$ cat config.mk
export PLATFORM = sky130hd
export DESIGN_NAME = param_datapath
export DESIGN_NICKNAME = d
export VERILOG_FILES = /design/src/rtl/param_datapath.sv
export SDC_FILE = /design/constraint.sdc
export NUM_CORES = 1
export LEC_CHECK = 0
export ABC_AREA = 1
export CORE_MARGIN = 1.5
export CORE_UTILIZATION = 30
export DETAILED_ROUTE_END_ITERATION = 16
export HOLD_SLACK_MARGIN = 0.1
export PLACE_DENSITY = 0.51
export SYNTH_ARGS = -nofsm -noshare
export SYNTH_HDL_FRONTEND = slang
export SYNTH_SLANG_ARGS = --single-unit
$ cat constraint.sdc
create_clock -name clk -period 6.3 [get_ports clk]
set_input_delay 1.89 -clock clk [delete_from_list [all_inputs] [get_ports clk]]
set_output_delay 1.89 -clock clk [all_outputs]
set_load 0.02 [all_outputs]
$ cat src/rtl/param_datapath.sv
// -----------------------------------------------------------------------------
// param_datapath
//   Parametrised register-file datapath: NREGS x WIDTH registers, two
//   combinational read ports, an 8-op ALU, a write-back mux (external data vs
//   ALU result), an ALU bit-0 capture register and a {Z,N,C} status register.
//   With DP_MUL_EN defined, a shift-and-add multiply sequencer shares the
//   register file (IDLE -> RUN -> WB -> IDLE). While the sequencer runs, it
//   owns the file and the w/loadb/loads/start inputs are ignored.
//
// Parameters
//   WIDTH    data width (>= 4)
//   NREGS    register count (>= 2); address width RW = $clog2(NREGS)
//   OUT_REG  register index driven onto out_o
//
// Configuration macro
//   DP_MUL_EN  defined: multiply sequencer present.
//              undefined: start_i ignored, busy_o = done_o = 0.
//
// Ports
//   clk       clock, all state on posedge
//   rst_n     asynchronous active-low reset
//   w_i       write enable for R[rd_i]
//   sel_i     write source: 1 = in_i, 0 = ALU result
//   rd_i      write address (also multiply destination)
//   ri_i      read port A address
//   rj_i      read port B address
//   in_i      external write data
//   aop_i     ALU op: 0 LSR, 1 LSL, 2 ADD, 3 MOV, 4 SUB, 5 AND, 6 XOR, 7 ASR
//   loadb_i   capture ALU bit 0 into lsb_o
//   loads_i   capture {Z,N,C} of the ALU result into status_o
//   start_i   start multiply R[rd_i] <= R[ri_i] * R[rj_i] (low WIDTH bits)
//   busy_o    sequencer owns the register file
//   done_o    one-cycle pulse in the multiply write-back cycle
//   status_o  {Z,N,C}
//   lsb_o     captured ALU bit 0
//   out_o     R[OUT_REG]
// -----------------------------------------------------------------------------
module param_datapath #(
  parameter  int WIDTH   = 16,
  parameter  int NREGS   = 4,
  parameter  int OUT_REG = NREGS - 1,
  localparam int RW      = (NREGS > 1) ? $clog2(NREGS) : 1
) (
  input  logic             clk,
  input  logic             rst_n,
  input  logic             w_i,
  input  logic             sel_i,
  input  logic [RW-1:0]    rd_i,
  input  logic [RW-1:0]    ri_i,
  input  logic [RW-1:0]    rj_i,
  input  logic [WIDTH-1:0] in_i,
  input  logic [2:0]       aop_i,
  input  logic             loadb_i,
  input  logic             loads_i,
  input  logic             start_i,
  output logic             busy_o,
  output logic             done_o,
  output logic [2:0]       status_o,
  output logic             lsb_o,
  output logic [WIDTH-1:0] out_o
);

  // Addresses beyond NREGS exist only when NREGS is not a power of two.
  function automatic logic in_range(input logic [RW-1:0] addr);
    return int'(addr) < NREGS;
  endfunction

  logic [WIDTH-1:0] regs_q [NREGS];
  logic [2:0]       status_q;
  logic             lsb_q;

  logic [WIDTH-1:0] a_val, b_val;
  logic [WIDTH-1:0] aout;
  logic             c_flag;
  logic [WIDTH:0]   ext;
  logic [2:0]       flags;

  logic             accept;
  logic             wb_en;
  logic [RW-1:0]    wb_addr;
  logic [WIDTH-1:0] wb_data;

  // ---------------------------------------------------------------------------
  // Read ports: out-of-range addresses read as zero.
  // ---------------------------------------------------------------------------
  always_comb begin
    // NOTE: every always_comb output gets a default first so no path leaves it
    // unassigned; otherwise synthesis infers a latch.
    a_val = '0;
    b_val = '0;
    if (in_range(ri_i)) a_val = regs_q[ri_i];
    if (in_range(rj_i)) b_val = regs_q[rj_i];
  end

  // ---------------------------------------------------------------------------
  // ALU. ext is one bit wider so ADD carry / SUB borrow fall out of the MSB.
  // ---------------------------------------------------------------------------
  always_comb begin
    aout   = '0;
    c_flag = 1'b0;
    ext    = '0;
    case (aop_i)
      3'b000: begin aout = {1'b0, a_val[WIDTH-1:1]};          c_flag = a_val[0];       end
      3'b001: begin aout = {a_val[WIDTH-2:0], 1'b0};          c_flag = a_val[WIDTH-1]; end
      3'b010: begin
        ext    = {1'b0, a_val} + {1'b0, b_val};
        aout   = ext[WIDTH-1:0];
        c_flag = ext[WIDTH];
      end
      3'b011: aout = a_val;
      3'b100: begin
        // MSB of the widened difference is the borrow; C means "no borrow".
        ext    = {1'b0, a_val} - {1'b0, b_val};
        aout   = ext[WIDTH-1:0];
        c_flag = ~ext[WIDTH];
      end
      3'b101: aout = a_val & b_val;
      3'b110: aout = a_val ^ b_val;
      default: begin aout = {a_val[WIDTH-1], a_val[WIDTH-1:1]}; c_flag = a_val[0]; end
    endcase
  end

  assign flags  = {(aout == '0), aout[WIDTH-1], c_flag};
  assign accept = ~busy_o;

`ifdef DP_MUL_EN
  // ---------------------------------------------------------------------------
  // Shift-and-add multiply sequencer. Operands are captured at start, so later
  // register writes never disturb a multiply in flight.
  // ---------------------------------------------------------------------------
  localparam logic [1:0] S_IDLE = 2'd0;
  localparam logic [1:0] S_RUN  = 2'd1;
  localparam logic [1:0] S_WB   = 2'd2;
  localparam int         CW     = $clog2(WIDTH);

  logic [1:0]       state_q, state_d;
  logic [WIDTH-1:0] op_a_q, op_a_d;
  logic [WIDTH-1:0] op_b_q, op_b_d;
  logic [WIDTH-1:0] acc_q, acc_d;
  logic [CW-1:0]    cnt_q, cnt_d;
  logic [RW-1:0]    dst_q, dst_d;

  always_comb begin
    state_d = state_q;
    op_a_d  = op_a_q;
    op_b_d  = op_b_q;
    acc_d   = acc_q;
    cnt_d   = cnt_q;
    dst_d   = dst_q;
    case (state_q)
      S_IDLE: begin
        if (start_i) begin
          op_a_d  = a_val;
          op_b_d  = b_val;
          dst_d   = rd_i;
          acc_d   = '0;
          cnt_d   = '0;
          state_d = S_RUN;
        end
      end
      S_RUN: begin
        if (op_b_q[0]) acc_d = acc_q + op_a_q;
        op_a_d = op_a_q << 1;
        op_b_d = op_b_q >> 1;
        cnt_d  = cnt_q + CW'(1);
        // cnt_q counts completed steps; the WIDTH-th step moves to write-back.
        if (cnt_q == CW'(WIDTH - 1)) state_d = S_WB;
      end
      S_WB:    state_d = S_IDLE;
      default: state_d = S_IDLE;
    endcase
  end

  always_ff @(posedge clk or negedge rst_n) begin
    if (!rst_n) begin
      state_q <= S_IDLE;
      op_a_q  <= '0;
      op_b_q  <= '0;
      acc_q   <= '0;
      cnt_q   <= '0;
      dst_q   <= '0;
    end else begin
      // NOTE: sequential state uses non-blocking assignments so every register
      // samples the pre-edge values regardless of statement order.
      state_q <= state_d;
      op_a_q  <= op_a_d;
      op_b_q  <= op_b_d;
      acc_q   <= acc_d;
      cnt_q   <= cnt_d;
      dst_q   <= dst_d;
    end
  end

  assign busy_o  = (state_q != S_IDLE);
  assign done_o  = (state_q == S_WB);
  assign wb_en   = done_o;
  assign wb_addr = dst_q;
  assign wb_data = acc_q;
`else
  logic unused_start;
  assign unused_start = start_i;
  assign busy_o       = 1'b0;
  assign done_o       = 1'b0;
  assign wb_en        = 1'b0;
  assign wb_addr      = '0;
  assign wb_data      = '0;
`endif

  // ---------------------------------------------------------------------------
  // Register file. The host write and the multiply write-back never coincide:
  // write-back happens only while busy, when host writes are blocked.
  // ---------------------------------------------------------------------------
  always_ff @(posedge clk or negedge rst_n) begin
    if (!rst_n) begin
      // NOTE: this register file is a handful of flops that must read zero out
      // of reset, so it is reset explicitly; a RAM macro would not be.
      for (int k = 0; k < NREGS; k++) regs_q[k] <= '0;
    end else begin
      if (accept && w_i && in_range(rd_i)) regs_q[rd_i] <= sel_i ? in_i : aout;
      if (wb_en && in_range(wb_addr))      regs_q[wb_addr] <= wb_data;
    end
  end

  always_ff @(posedge clk or negedge rst_n) begin
    if (!rst_n) begin
      status_q <= '0;
      lsb_q    <= 1'b0;
    end else begin
      if (accept && loads_i) status_q <= flags;
      if (accept && loadb_i) lsb_q    <= aout[0];
    end
  end

  assign status_o = status_q;
  assign lsb_o    = lsb_q;
  assign out_o    = regs_q[OUT_REG];

endmodule

==> summary.md <==
| Metric | Value |
|---|---|
| Cells after Synth | `1,122` |
| Boundary Pins | `54` |
| Share of layout cells above drive strength 1 | `4.382%` |
| Mapped Area | `0.006708 mm^2` |
| Vias in the first global route | `6,598` |
| GRT Util Overall | `19.77%` |
| Cell Count, Final, Fillers Out | `1,421` |
| ANT nets after route | `0` |
| Req. time, crit path | `6490 ps` |
| Tcrit/Tclk final | `88.21%` |
| Clk buf depth | `2` |
| Clock Latency Late Sink | `330 ps` |
| DRT Pass-1 Iters | `5` |
| Clk sinks | `68` |
| VDD IR max | `0.0001526 V` |
| First-pass GRT wire length | `36.56 mm` |
| Setup violators final | `0` |
| DIE AREA | `0.02327 mm^2` |
| Largest net degree at the start of global routing | `42` |
| Relative slew slack | `46.23%` |
| Postcts setup bufs | `0` |
| Power Density | `291.4 mW/mm^2` |
| Residual DRC | `0` |
| Crit Path Class | `in -> reg` |
| Row cnt | `54` |
| Hold crit path type | `reg -> reg` |
| Outcome | `complete, no violations` |
| CTS tree | `built` |
| Core area | `0.02189 mm^2` |
| Top cell type by total area after synthesis | `dfrtp_1` |
| Total power | `2.217 mW` |
| Mean Syn Cell Area | `5.978 um^2` |
| Cell Count Post-Placement | `1,405` |
| Number of synthesized flops with an enable pin | `0` |
| Initial antenna violation count | `0` |
| F_max | `0.1800 GHz` |
| Post-CTS Hold Buffers | `0` |
| Crit end category | `flop` |
| DRT iter0 DRCs | `609` |
| Setup_tns | `0 ps` |
| Reg clk slew, reported paths | `60 ps` |
| Port Buffer Count | `50` |
| Predominant post-synthesis flop cell | `dfrtp_1` |
| Worst Tran Pin Value | `805.7 ps` |
| CTS buffer count | `9` |
| Gpl congestion | `0.8506` |
| Post-synth top area share | `25.37%` |
| Initial Utilization | `30.64%` |
| Via count | `7,119` |
| Period minus WS final | `5557 ps` |
| N_diodes | `0` |
| Hold slack | `485.7 ps` |
| Most frequent cell after synthesis | `nand2_1` |
| MaxCap Viol Count | `0` |
| Synth warn | `0` |
| Fin nets | `1,203` |
| Resize count post-CTS | `0` |
| Arr. time, crit path | `5750 ps` |
| Vias per cell | `5.010` |
| Grt total ovfl | `0` |
| Fin. max-slew vios | `0` |
| Sequential share of the synthesized area | `25.37%` |
| H-tree level count | `3` |
| Synth unique cells | `38` |
| Crit start category | `input pin` |
| Final hold viol count | `0` |
| Clock Skew | `9.546 ps` |
| Root Buffer | `clkbuf_16` |
| DRT Wirelength | `22.91 mm` |
| Avg WL per Cell | `16.12 um` |
| Pleak | `3.869 nW` |
| Area Growth Syn to Fin | `13.41%` |
| Crit path max fanout | `17` |
| Synth Register Bits | `68` |
| Asr flop ratio synth | `100.0%` |
| Die height | `152.5 um` |
| Post-DP HPWL | `17.88 mm` |
| RSZ-0062 raised after global routing | `no` |
| Fillcell total | `2,456` |
| Top area cells in the synthesized netlist | `dfrtp_1 (25%), nand2_1 (21%), nand3_1 (8.9%)` |
| Commonest cells post-synth | `nand2_1 (382), inv_1 (151), nand3_1 (119)` |
| Die Wd | `152.5 um` |
cell usage in the layout, fill, tap and decap left out, drive strengths merged:
| master | Yosys | final |
|---|---|---|
| a211oi | 3 | 3 |
| a21boi | 1 | 1 |
| a21oi | 46 | 46 |
| a31oi | 7 | 7 |
| a32oi | 15 | 15 |
| and2 | 3 | 3 |
| buf | 44 | 15 |
| bufinv | 0 | 1 |
| clkbuf | 18 | 12 |
| clkdlybuf4s50 | 0 | 49 |
| clkinv | 1 | 3 |
| clkinvlp | 0 | 1 |
| conb | 1 | 2 |
| dfrtp | 68 | 68 |
| fa | 2 | 2 |
| ha | 33 | 33 |
| inv | 158 | 158 |
| mux2 | 1 | 1 |
| mux2i | 4 | 4 |
| nand2 | 382 | 382 |
| nand3 | 120 | 120 |
| nand3b | 1 | 1 |
| nand4 | 20 | 20 |
| nor2 | 94 | 94 |
| nor3 | 9 | 9 |
| o21ai | 75 | 75 |
| o21bai | 3 | 3 |
| o22ai | 8 | 8 |
| o2bb2ai | 1 | 1 |
| or2 | 4 | 4 |
worst max-delay path: stages:
cell and delay, ps:
clkdlybuf4s50_1 430, inv_1 490, nand2_1 110, a32oi_1 570
inv_1 100, ha_1 470, inv_1 180, nand2_1 90
nand2_1 80, a21oi_1 170, nand2_1 160, nand2_1 110
nand3_1 70, nand3_1 130, nand4_1 130, mux2i_1 420
o21ai_0 140
final timing paths:
kind	slack (ps)	cells after the start	startpoint	to
max	740	17	rj_i[0]	regs_q[43]
min in group asynchronous	1640	1	rst_n	out_o[9]
min reg2reg	490	2	status_o[0]	status_o[0]
max in group asynchronous	3700	2	rst_n	regs_q[20]
max reg2reg	2890	15	regs_q[54]	regs_q[43]
min	490	2	status_o[0]	status_o[0]
state kept, by name, indices dropped and copies added (netlist names):
| signal | flops |
|---|---|
| lsb_o | 1 |
| out_o | 16 |
| regs_q | 48 |
| status_o | 3 |
metrics by stage:
step                utilization [%]  area, um^2  setup WS, ps
floorplan                         -        6711          1806
global placement              33.36        7303         579.8
detailed placement            33.36        7303         529.4
CTS                           34.75        7607         865.3
global route                  34.75        7607         531.0
finish                        34.75        7607         743.0
cell families (layout without fill, tap and decap cells):
group / count (synthesis) / count (layout) / share of synthesized area (%)
buf+inv: 221 / 239 / 14.25
other cells: 1 / 2 / 0.05591
compound gates: 159 / 159 / 13.36
mux: 5 / 5 / 0.7648
flops: 68 / 68 / 25.37
fa+ha+maj: 35 / 35 / 6.753
simple gates: 633 / 633 / 39.45
area by class of cell:
cell class / count / area, um^2 / share of cell area, %
multi-input cells: 834 / 4054 / 53.29
inverters: 159 / 596.8 / 7.845
repair buffers: 64 / 600.6 / 7.895
clock inverters: 4 / 47.55 / 0.6250
clock buffers: 12 / 256.5 / 3.372
flip-flops and latches: 68 / 1702 / 22.37
well taps: 280 / 350.3 / 4.605
layer usage:
layer  GRT usage (%)  part of all wire, %  vias up  wire [um]
met4           5.403                  1.8        0        406
met5               0                    0        -          0
met1           28.09                   48     3295      10940
met2           31.91                   46      200      10520
met3           1.991                  4.5       21       1034
li1                -                    -     3603          -
report_power, final:
group / switching (mW) / total (mW) / internal [mW]
Combinational: 0.729 / 1.10 / 0.370
Sequential: 0.0788 / 0.608 / 0.529
Clock: 0.184 / 0.510 / 0.326
Total: 0.992 / 2.22 / 1.23
(Power assumes the default switching activity.)
